===== config.mk =====
export PLATFORM = sky130hd
export DESIGN_NAME = clk_div_multi
export DESIGN_NICKNAME = d
export VERILOG_FILES = /design/src/rtl/clk_div_pkg.sv /design/src/rtl/clk_div_chan.sv /design/src/rtl/clk_div_multi.sv
export SDC_FILE = /design/constraint.sdc
export NUM_CORES = 1
export LEC_CHECK = 0
export ABC_AREA = 1
export BUFFER_PORTS_ARGS = -buffer_cell sky130_fd_sc_hd__buf_2
export CORE_MARGIN = 3
export CORE_UTILIZATION = 45
export CTS_CLUSTER_DIAMETER = 30
export DETAILED_ROUTE_END_ITERATION = 8
export GPL_ROUTABILITY_DRIVEN = 0
export PLACE_DENSITY = 0.57
export SYNTH_ARGS = -nofsm -noshare
export SYNTH_HDL_FRONTEND = slang
export SYNTH_SLANG_ARGS = --single-unit

===== constraint.sdc =====
create_clock -name clk -period 11.68 [get_ports clk]
set_clock_uncertainty 0.05 [all_clocks]
set_input_delay 2.336 -clock clk [delete_from_list [all_inputs] [get_ports clk]]
set_output_delay 2.336 -clock clk [all_outputs]
set_load 0.1 [all_outputs]

===== src/rtl/clk_div_pkg.sv =====
// clk_div_pkg: shared constants for the multi-channel clock divider.
// Revision 1.0
`default_nettype none

package clk_div_pkg;
  localparam int   CH_IDX_W     = 4;
  localparam int   MAX_N_CH     = 16;
  localparam logic CFG_SEL_HIGH = 1'b0;
  localparam logic CFG_SEL_LOW  = 1'b1;
endpackage

`default_nettype wire


===== src/rtl/clk_div_chan.sv =====
// clk_div_chan: one divider channel with shadow/active half-period registers.
// Optional feature macro: CLK_DIV_DUTY_EN (separate low-phase register). Revision 1.0
`default_nettype none

module clk_div_chan
  import clk_div_pkg::*;
#(
  parameter int W            = 32,
  parameter int DEFAULT_HALF = 166
) (
  input  logic         clk,
  input  logic         reset,
  input  logic         en,
  input  logic         sync,
  input  logic         we_high,
`ifdef CLK_DIV_DUTY_EN
  input  logic         we_low,
`endif
  input  logic [W-1:0] data,
  output logic         clkout,
  output logic         tick
);

  localparam logic [W-1:0] RST_HALF = W'(DEFAULT_HALF);

  logic [W-1:0] shadow_h;
  logic [W-1:0] active_h;
  logic [W-1:0] count;
  logic [W-1:0] shadow_h_nxt;
  logic [W-1:0] active_h_nxt;
  logic [W-1:0] low_nxt;
  logic         reload;
  logic         load_active;

  // Loads see a config write landing on the same edge (write-first).
  assign shadow_h_nxt = we_high ? data : shadow_h;
  assign reload       = (count == '0);
  assign load_active  = reload || !en || sync;
  assign active_h_nxt = load_active ? shadow_h_nxt : active_h;

`ifdef CLK_DIV_DUTY_EN
  logic [W-1:0] shadow_l;
  logic [W-1:0] active_l;
  logic [W-1:0] shadow_l_nxt;

  assign shadow_l_nxt = we_low ? data : shadow_l;
  assign low_nxt      = load_active ? shadow_l_nxt : active_l;

  always_ff @(posedge clk or posedge reset) begin
    if (reset) begin
      shadow_l <= RST_HALF;
      active_l <= RST_HALF;
    end else begin
      shadow_l <= shadow_l_nxt;
      active_l <= low_nxt;
    end
  end
`else
  assign low_nxt = active_h_nxt;
`endif

  always_ff @(posedge clk or posedge reset) begin
    if (reset) begin
      shadow_h <= RST_HALF;
      active_h <= RST_HALF;
      count    <= RST_HALF;
      clkout   <= 1'b0;
      tick     <= 1'b0;
    end else begin
      shadow_h <= shadow_h_nxt;
      active_h <= active_h_nxt;
      if (!en || sync) begin
        // Restart in the low phase so the first rise comes H+1 cycles later.
        count  <= shadow_h_nxt;
        clkout <= 1'b0;
        tick   <= 1'b0;
      end else if (reload) begin
        clkout <= !clkout;
        tick   <= !clkout;
        count  <= clkout ? low_nxt : active_h_nxt;
      end else begin
        count <= count - 1'b1;
        tick  <= 1'b0;
      end
    end
  end

endmodule

`default_nettype wire


===== src/rtl/clk_div_multi.sv =====
// clk_div_multi: N_CH independent programmable clock dividers with shared sync.
// Optional feature macro: CLK_DIV_DUTY_EN (per-channel low-phase register). Revision 1.0
`default_nettype none

module clk_div_multi
  import clk_div_pkg::*;
#(
  parameter int N_CH         = 4,
  parameter int W            = 32,
  parameter int DEFAULT_HALF = 166
) (
  input  logic                clk,
  input  logic                reset,
  input  logic [N_CH-1:0]     en,
  input  logic                sync,
  input  logic                cfg_we,
  input  logic [CH_IDX_W-1:0] cfg_ch,
  input  logic                cfg_sel,
  input  logic [W-1:0]        cfg_data,
  output logic [N_CH-1:0]     clkout,
  output logic [N_CH-1:0]     tick
);

  // Out-of-range channel indices match no generated channel and are dropped.
  for (genvar i = 0; i < N_CH; i++) begin : g_ch
    logic hit;
    logic we_high;

    assign hit     = cfg_we && (cfg_ch == CH_IDX_W'(i));
    assign we_high = hit && (cfg_sel == CFG_SEL_HIGH);

`ifdef CLK_DIV_DUTY_EN
    logic we_low;
    assign we_low = hit && (cfg_sel == CFG_SEL_LOW);
`endif

    clk_div_chan #(
      .W            (W),
      .DEFAULT_HALF (DEFAULT_HALF)
    ) u_chan (
      .clk     (clk),
      .reset   (reset),
      .en      (en[i]),
      .sync    (sync),
      .we_high (we_high),
`ifdef CLK_DIV_DUTY_EN
      .we_low  (we_low),
`endif
      .data    (cfg_data),
      .clkout  (clkout[i]),
      .tick    (tick[i])
    );
  end

endmodule

`default_nettype wire


==> run summary, run 1 <==
number of ports placed on the die boundary - 53
DIE AREA - 33500 µm²
worst hold slack across all endpoints - 0.411 ns
fill cell count - 2954
sinks on the clock net - 271
highest-count cells in the layout ignoring fill and taps - sky130_fd_sc_hd__nand2_1 (464), sky130_fd_sc_hd__nor2_1 (268), sky130_fd_sc_hd__dfrtp_1 (239), sky130_fd_sc_hd__inv_1 (238), sky130_fd_sc_hd__o21ai_1 (124)
number of post-CTS setup repair buffers - 0
Max clock buf depth - 3
final standard cell count with taps included and fillers excluded - 2334
count of max-cap constraint violations - 0
root buf cell - sky130_fd_sc_hd__clkbuf_16
# placed instances - 2213
f_max - 265 MHz
post-CTS resize count - 0
post-detailed-routing wire length - 36.8 mm
setup_tns - 0 ns
headroom to the max-slew limit - 0.210
largest cells by area after synthesis - sky130_fd_sc_hd__dfrtp_1 (42%), sky130_fd_sc_hd__nand2_1 (12%), sky130_fd_sc_hd__nor2_1 (7.1%)
final cycle utilization of the critical path - 0.322
number of global-route vias before repair - 11527
number of vias after detailed routing - 11394
instance count of the mapped netlist - 1825
maximum net fanout on the critical path - 4
Arrival @ worst endpoint - 1.38 ns
top cell family by delay on the critical path - buffers and inverters
latest clock arrival within the worst-skew pair - 0.56 ns
count of standard-cell rows - 64
leakage power of the design - 8.25 nW
pin count of the biggest net entering global routing - 160
run status - completed
clock period minus worst slack - 3.77 ns
CP max stage delay - 0.44 ns
area share of the leading cell type in the synthesized netlist - 0.423
CP Launch Type - flip-flop
count of TritonRoute iterations in the first routing pass - 6
mean area per synthesized cell - 7.74 µm²
fin nets - 1940
Critical-path top delay cell - sky130_fd_sc_hd__buf_2
async set-reset flop share out of synthesis - 1.00
crit-path cells - buf_2
placeable core region - 30700 µm²
library cell occupying the most area in the post-synthesis netlist - sky130_fd_sc_hd__dfrtp_1
setup violators final - 0
EDFF count, synth - 0
horizontal die dimension - 183 µm
register clock-pin slew on the reported worst setup and hold paths - 0.05 ns
clock buffer count from CTS - 68
most common cell after layout, fill and taps aside - sky130_fd_sc_hd__nand2_1
fraction of layout cells with a size suffix above 1 - 0.138
unrepaired setup endpoints after global routing - no
overall global routing resource usage - 0.227
wire length of the first global-routing pass - 60.1 mm
total half-perimeter wirelength after legalization and detailed placement - 24.9 mm
type of the setup path with the least slack - reg -> out
transition at the pin with the smallest max-transition slack - 1.18 ns
Routed Antenna Nets - 0
net count after synthesis - 1878
mapped cell area - 14100 µm²
maximum level of the CTS H-tree - 3
Synth Register Bits - 271
vias per cell - 4.88
worst endpoint required time - 9.29 ns
Die Height - 183 µm
hold violation count in the final report - 0
worst path buffer plus inverter count - 1
DRC Markers - 0
peak supply drop - 142 µV
first-iteration detailed-routing DRC count - 622
Congestion Overflow GR - 0
type of the worst min-delay path - reg -> reg
Avg WL per Cell - 15.8 µm
number of distinct standard cells referenced by the synthesized netlist - 36
initial antenna violation count - 0
Crit. End Element - output pin
final slew viol count - 0
Seq/Total Area, Yosys - 0.483
buffers added on ports - 52
CTS hold repair buffers - 0
Most used DFF post-synth - sky130_fd_sc_hd__dfrtp_1
layout-stage area growth over the synthesis result - 20.0%
Antenna diodes - 0
TritonCTS clock tree - done
Initial Utilization - 0.459
areal power density over the cells - 224 nW/µm²
yosys synthesis warning count - 0
## kinds of logic (layout without fill, tap and decap cells)
| kind of cell | Yosys count | in the layout | share of synthesized area |
|---|---|---|---|
| buffers and inverters | 309 | 422 | 0.0953 |
| adder cells (fa/ha/maj) | 8 | 8 | 0.00709 |
| AND/OR/NAND/NOR | 902 | 902 | 0.267 |
| XOR/XNOR | 93 | 93 | 0.0577 |
| AO/OA/AOI/OAI | 242 | 242 | 0.0904 |
| flip-flops | 271 | 271 | 0.483 |
## cells in the mapped netlist (4+ instances only)
master and n:
sky130_fd_sc_hd__a21oi_1 28, sky130_fd_sc_hd__or2_1 12, sky130_fd_sc_hd__xor2_1 55, sky130_fd_sc_hd__nor2_2 24, sky130_fd_sc_hd__dfrtp_1 239, sky130_fd_sc_hd__nand2_1 464
sky130_fd_sc_hd__o21ai_0 71, sky130_fd_sc_hd__buf_6 11, sky130_fd_sc_hd__nand2_2 6, sky130_fd_sc_hd__nor2_4 8, sky130_fd_sc_hd__o21ai_1 124, sky130_fd_sc_hd__clkbuf_1 10
sky130_fd_sc_hd__nor2_1 268, sky130_fd_sc_hd__buf_2 23, sky130_fd_sc_hd__o21ai_2 11, sky130_fd_sc_hd__and2_1 8, sky130_fd_sc_hd__buf_4 20, sky130_fd_sc_hd__nand4_1 11
sky130_fd_sc_hd__dfstp_2 32, sky130_fd_sc_hd__nor3_1 13, sky130_fd_sc_hd__inv_1 239, sky130_fd_sc_hd__xnor2_1 38, sky130_fd_sc_hd__ha_1 8, sky130_fd_sc_hd__nand3_1 75
sky130_fd_sc_hd__o21bai_1 4
## layout make-up
type	count	area, µm²	share of cell area
clock buffers	91	1970	0.116
multi-input cells	1245	5960	0.352
clock inverters	30	458	0.0270
repair buffers	59	325	0.0192
inverters	242	916	0.0540
flip-flops and latches	271	6820	0.403
well taps	396	495	0.0292
## registers in the layout, indices dropped and copies added, names as in the netlist
name                  count
g_ch.u_chan.count       128
g_ch.u_chan.clkout        4
g_ch.u_chan.shadow_h    128
g_ch.u_chan.active_h      7
g_ch.u_chan.tick          4
## metal layers
metal  wire [µm]  GRT usage  up-vias  share of wire
met5           0          0        -              0
met4        1030     0.0838        0          0.028
met3        1730     0.0422       82          0.047
met2       16300      0.352      253           0.44
met1       17800      0.320     5280           0.48
li1            -          -     5779              -
## power breakdown
group | switching [W] | internal (W)
clock | 0.000569 | 0.00140
combinational | 0.000376 | 0.000211
sequential | 0.000108 | 0.00113
total | 0.00105 | 0.00274
## stage by stage
step                      setup WS, ns  total power [W]  cell area (µm²)  utilization
after global routing              7.81          0.00400            16900        0.551
after global placement            7.49          0.00183            14500        0.472
after CTS                         7.89          0.00383            16900        0.551
after floorplan                   1.88          0.00169            14100            -
final                             7.91          0.00379            16900        0.551
after detailed placement          7.41          0.00183            14500        0.472
## path summary, 6_finish.rpt
check / start / to / slack, ns / cells after the start
setup / recovery: g_ch[2].u_chan.clkout$_DFFE_PP0P_ / clkout[2] / 7.91 / 1
hold / removal: g_ch[0].u_chan.shadow_h[9]$_DFF_PP0_ / g_ch[0].u_chan.shadow_h[9]$_DFF_PP0_ / 0.41 / 2
setup reg to reg: g_ch[0].u_chan.count[23]$_DFF_PP0_ / g_ch[0].u_chan.active_h[8]$_DFF_PP0_ / 9.21 / 7
hold reg to reg: g_ch[0].u_chan.shadow_h[9]$_DFF_PP0_ / g_ch[0].u_chan.shadow_h[9]$_DFF_PP0_ / 0.41 / 2
max in group asynchronous: reset / g_ch[2].u_chan.count[30]$_DFF_PP0_ / 8.45 / 3
min in group asynchronous: reset / g_ch[3].u_chan.clkout$_DFFE_PP0P_ / 1.82 / 2
Note: power is estimated with default switching activity, not from simulation.
==> inputs of run 2 (changes only) <==
==> constraint.sdc (replaced) <==
create_clock -name clk -period 3.52 [get_ports clk]
set_clock_uncertainty 0.05 [all_clocks]
set_input_delay 0.704 -clock clk [delete_from_list [all_inputs] [get_ports clk]]
set_output_delay 0.704 -clock clk [all_outputs]
set_load 0.1 [all_outputs]
==> run 2 against run 1 <==
Wire length increased by 2.2%. Hold slack lost 0.11 ns. Setup slack worse by 6.9 ns. Design area rose by 0.51%. Global-route usage is 0.41 points higher. Critical path depth increased by 6.
==> run summary, run 2 (synthesized netlist as in run 1, its figures left out) <==
clock period minus worst slack - 2.47 ns
vias per cell - 4.91
DIE AREA - 33500 µm²
CP Launch Type - flip-flop
Gate power share - 0.162
Congestion Overflow GR - 0
most common cell after layout, fill and taps aside - sky130_fd_sc_hd__nand2_1
setup violators final - 0
root buf cell - sky130_fd_sc_hd__clkbuf_16
Critical-path top delay cell - sky130_fd_sc_hd__o21ai_2
unrepaired setup endpoints after global routing - no
buffers added on ports - 52
CP max stage delay - 0.88 ns
clock buffer count from CTS - 70
Int Power - 0.00877 W
total half-perimeter wirelength after legalization and detailed placement - 26.3 mm
worst path buffer plus inverter count - 0
final cycle utilization of the critical path - 0.702
f_max - 405 MHz
Antenna diodes - 0
Final Core Density - 0.554
Crit Reg-Reg Startpoint - g_ch[0].u_chan.count[17]$_DFF_PP0_
Arrival @ worst endpoint - 2.87 ns
Initial Utilization - 0.459
worst r2r path cells - 7
type of the setup path with the least slack - reg -> reg
maximum level of the CTS H-tree - 3
Top cell by count, worst path - sky130_fd_sc_hd__nand2_1
type of the worst min-delay path - in -> async
count of standard-cell rows - 64
run status - completed
CTS hold repair buffers - 0
Routed Antenna Nets - 0
pin count of the biggest net entering global routing - 65
leakage power of the design - 8.29 nW
final slew viol count - 0
Net Switching - 0.00356 W
maximum net fanout on the critical path - 30
worst flop-to-flop path endpoint - g_ch[0].u_chan.active_h[8]$_DFF_PP0_
worst endpoint required time - 3.91 ns
placed standard-cell area - 14700 µm²
areal power density over the cells - 724 nW/µm²
net switching share of the total power - 0.289
top cell family by delay on the critical path - simple AND/OR/NAND/NOR gates
crit-path cells - nor2_1, nand2_1, nor2_1, nand2_1, o21ai_2, nand2_1, and2_1
headroom to the max-slew limit - 0.256
startpoint of the worst setup timing path - g_ch[0].u_chan.count[17]$_DFF_PP0_
post-CTS resize count - 0
latest clock arrival within the worst-skew pair - 0.56 ns
overall global routing resource usage - 0.231
fin nets - 1955
initial antenna violation count - 0
post-detailed-routing wire length - 37.6 mm
TritonCTS clock tree - done
final instance area - 17000 µm²
count of max-cap constraint violations - 0
fraction of layout cells with a size suffix above 1 - 0.145
transition at the pin with the smallest max-transition slack - 1.12 ns
Max clock buf depth - 3
peak supply drop - 521 µV
horizontal die dimension - 183 µm
number of post-CTS setup repair buffers - 0
number of vias after detailed routing - 11558
wire length of the first global-routing pass - 61.0 mm
Die Height - 183 µm
DRC Markers - 0
Crit. End Element - flip-flop
hold violation count in the final report - 0
number of ports placed on the die boundary - 53
layout-stage area growth over the synthesis result - 20.6%
placeable core region - 30700 µm²
count of TritonRoute iterations in the first routing pass - 5
top flop regs - g_ch.u_chan.count x128, g_ch.u_chan.shadow_h x128, g_ch.u_chan.active_h x7
number of global-route vias before repair - 11548
first-iteration detailed-routing DRC count - 750
sinks on the clock net - 271
worst hold slack across all endpoints - 0.301 ns
setup slack of the worst register-to-register path - 1.05 ns
register clock-pin slew on the reported worst setup and hold paths - 0.05 ns
Avg WL per Cell - 16.0 µm
highest-count cells in the layout ignoring fill and taps - sky130_fd_sc_hd__nand2_1 (464), sky130_fd_sc_hd__nor2_1 (268), sky130_fd_sc_hd__dfrtp_1 (239), sky130_fd_sc_hd__inv_1 (238), sky130_fd_sc_hd__o21ai_1 (124)
share of total power in sequential cells - 0.333
share of power burned in the clock network - 0.506
[run 2: worst max path at each step]
stage,cells past startpoint,endpoint
6_report,7,g_ch[0].u_chan.active_h[8]$_DFF_PP0_
5_1_grt,7,g_ch[0].u_chan.active_h[8]$_DFF_PP0_
3_3_place_gp,13,g_ch[3].u_chan.count[8]$_DFF_PP0_
2_1_floorplan,1,g_ch[0].u_chan.active_h[10]$_DFF_PP0_
3_5_place_dp,13,g_ch[3].u_chan.count[8]$_DFF_PP0_
4_1_cts,7,g_ch[0].u_chan.active_h[8]$_DFF_PP0_
[run 2: layer usage]
layer  GRT usage  up-vias  wire (µm)
li1            -     5816          -
met1       0.329     5387      18300
met2       0.359      258      16500
met3      0.0418       97       1790
met4      0.0783        0       1100
met5           0        -          0
[run 2: stage by stage]
step / cells / setup TNS, ns / power (W) / setup WS (ns)
6_report: 2354 / 0 / 0.0123 / 1.05
5_1_grt: 2354 / 0 / 0.0130 / 0.821
4_1_cts: 2354 / 0 / 0.0124 / 1.08
3_5_place_dp: 2226 / 0 / 0.00612 / 0.972
3_3_place_gp: 2226 / 0 / 0.00609 / 1.02
2_1_floorplan: 1825 / -188.64 / 0.00559 / -0.789
[run 2: layout make-up]
class | instances | area [µm²]
clock buffer | 94 | 1980
clock inverter | 34 | 352
fill | 2971 | 13700
inverter | 242 | 912
multi-input combinational | 1245 | 5960
sequential | 271 | 6820
tap | 396 | 495
timing repair buffer | 72 | 510
[run 2: power by group through the flow]
stage	Sequential, W	Combinational [W]	Clock [W]
after floorplan	0.00405	0.00154	0
after global placement	0.00413	0.00196	0
after detailed placement	0.00414	0.00199	0
after CTS	0.00410	0.00201	0.00633
after global routing	0.00417	0.00231	0.00651
final	0.00410	0.00199	0.00623
==> inputs of run 3 (changes only) <==
==> constraint.sdc (replaced) <==
create_clock -name clk -period 2.4 [get_ports clk]
set_clock_uncertainty 0.05 [all_clocks]
set_input_delay 0.48 -clock clk [delete_from_list [all_inputs] [get_ports clk]]
set_output_delay 0.48 -clock clk [all_outputs]
set_load 0.1 [all_outputs]
==> run 3 against run 2 <==
Wire length decreased by 0.69%. Sequential share of layout area is 0.20 points higher. Global-route usage decreased by 0.18 points. Total power grew 42%. Design area down 0.51%. Setup slack got worse by 0.68 ns. Clock-buffer cell count down 18. Non-clock buffer count grew 11. Sequential power up 47%. Critical path depth grew 4. Fmax up 22%. Critical path type unchanged. Die area unchanged.
==> run summary, run 3 (synthesized netlist as in run 1, its figures left out) <==
GRT met2 Usage - 0.357
pin count of the biggest net entering global routing - 66
vias per cell - 4.89
fraction of layout cells with a size suffix above 1 - 0.145
count of TritonRoute iterations in the first routing pass - 5
number of ports placed on the die boundary - 53
areal power density over the cells - 1030 nW/µm²
buffers added on ports - 52
Crit. End Element - flip-flop
worst endpoint required time - 2.80 ns
Routed Antenna Nets - 0
startpoint of the worst setup timing path - g_ch[3].u_chan.count[0]$_DFF_PP0_
initial antenna violation count - 0
most heavily used metal layer in global routing - met2
sinks on the clock net - 271
minimum setup slack after placement - 0.0995 ns
layout-stage area growth over the synthesis result - 20.0%
transition at the pin with the smallest max-transition slack - 0.526 ns
most common cell after layout, fill and taps aside - sky130_fd_sc_hd__nand2_1
fin nets - 1955
unrepaired setup endpoints after global routing - no
final slew viol count - 0
post-detailed-routing wire length - 37.3 mm
Initial Utilization - 0.459
latest clock arrival within the worst-skew pair - 0.57 ns
met1 global-route usage - 0.331
maximum net fanout on the critical path - 23
f_max - 493 MHz
number of vias after detailed routing - 11467
fill cell count - 2971
type of the setup path with the least slack - reg -> reg
post-CTS resize count - 0
crit path to - g_ch[3].u_chan.count[30]$_DFF_PP0_
DIE AREA - 33500 µm²
clock buffer count from CTS - 59
worst r2r path cells - 11
count of standard-cell rows - 64
Antenna diodes - 0
Final Total Pwr - 0.0175 W
Crit Reg-Reg Startpoint - g_ch[3].u_chan.count[0]$_DFF_PP0_
met3 usage - 0.0343
first-iteration detailed-routing DRC count - 754
register clock-pin slew on the reported worst setup and hold paths - 0.05 ns
maximum level of the CTS H-tree - 2
final cycle utilization of the critical path - 0.846
peak supply drop - 1030 µV
number of post-CTS setup repair buffers - 0
CTS hold repair buffers - 1
count of max-cap constraint violations - 0
FF+latch area - 6820 µm²
top flop regs - g_ch.u_chan.count x128, g_ch.u_chan.shadow_h x128, g_ch.u_chan.active_h x7
headroom to the max-slew limit - 0.649
overall global routing resource usage - 0.229
number of global-route vias before repair - 11463
TritonCTS clock tree - done
Congestion Overflow GR - 0
total half-perimeter wirelength after legalization and detailed placement - 26.4 mm
leakage power of the design - 8.25 nW
setup slack of the worst register-to-register path - 0.37 ns
multi-input gate area in the final layout - 5960 µm²
Avg WL per Cell - 15.9 µm
hold violation count in the final report - 0
clock period minus worst slack - 2.03 ns
placeable core region - 30700 µm²
DRC Markers - 0
setup violators final - 0
worst flop-to-flop path endpoint - g_ch[3].u_chan.count[30]$_DFF_PP0_
final worst slack - 0.370 ns
highest-count cells in the layout ignoring fill and taps - sky130_fd_sc_hd__nand2_1 (464), sky130_fd_sc_hd__nor2_1 (268), sky130_fd_sc_hd__dfrtp_1 (239), sky130_fd_sc_hd__inv_1 (238), sky130_fd_sc_hd__o21ai_1 (124)
root buf cell - sky130_fd_sc_hd__clkbuf_16
type of the worst min-delay path - in -> reg
run status - completed
setup_tns - 0 ns
Die Height - 183 µm
wire length of the first global-routing pass - 61.0 mm
Arrival @ worst endpoint - 2.43 ns
horizontal die dimension - 183 µm
CP Launch Type - flip-flop
Max clock buf depth - 3
## run 3: layer usage
layer,vias to the layer above,part of all wire
met1,5385,0.48
met5,-,0
met3,60,0.045
met4,0,0.028
li1,5797,-
met2,225,0.44
## run 3: worst min-delay path by stage
stage                                          startpoint                                     to  slack (ns)  cells past startpoint
floorplan               g_ch[1].u_chan.count[0]$_DFF_PP0_      g_ch[1].u_chan.count[0]$_DFF_PP0_        0.39                      1
global placement    g_ch[3].u_chan.shadow_h[16]$_DFF_PP0_  g_ch[3].u_chan.shadow_h[16]$_DFF_PP0_        0.41                      2
detailed placement   g_ch[3].u_chan.shadow_h[4]$_DFF_PP0_   g_ch[3].u_chan.shadow_h[4]$_DFF_PP0_        0.41                      2
CTS                                          cfg_data[28]  g_ch[2].u_chan.shadow_h[28]$_DFF_PP0_        0.12                      3
global route                                 cfg_data[28]  g_ch[2].u_chan.shadow_h[28]$_DFF_PP0_        0.14                      3
finish                                       cfg_data[28]  g_ch[2].u_chan.shadow_h[28]$_DFF_PP0_        0.14                      3
## run 3: report_power, final
part           leakage [nW]  switching, W  total [W]  internal (W)
sequential             3.26      0.000527    0.00603       0.00550
combinational          3.94       0.00186    0.00292       0.00106
clock                  1.04       0.00259    0.00857       0.00598
## run 3: per-stage QoR
step	utilization	hold slack, ns	cell area, µm²	cells
2_1_floorplan	-	0.385	14100	1825
3_3_place_gp	0.481	0.409	14800	2236
3_5_place_dp	0.481	0.411	14800	2236
4_1_cts	0.551	0.116	16900	2347
5_1_grt	0.551	0.142	16900	2347
6_report	0.551	0.143	16900	2347
## run 3: layout make-up
class / instances / area share
flip-flops and latches: 271 / 0.403
multi-input cells: 1245 / 0.352
clock buffers: 76 / 0.0993
inverters: 242 / 0.0538
repair buffers: 83 / 0.0359
well taps: 396 / 0.0292
clock inverters: 34 / 0.0277
## run 3: worst max-delay path, stage by stage (launching register included)
cell and delay, ns:
sky130_fd_sc_hd__dfrtp_1 0.41, sky130_fd_sc_hd__inv_1 0.13, sky130_fd_sc_hd__ha_1 0.19, sky130_fd_sc_hd__nand2_1 0.07
sky130_fd_sc_hd__nor2_1 0.19, sky130_fd_sc_hd__nand2_1 0.07, sky130_fd_sc_hd__nor2_1 0.19, sky130_fd_sc_hd__nor2_2 0.06
sky130_fd_sc_hd__buf_4 0.21, sky130_fd_sc_hd__or2_1 0.24, sky130_fd_sc_hd__nand2_1 0.07, sky130_fd_sc_hd__inv_1 0.04
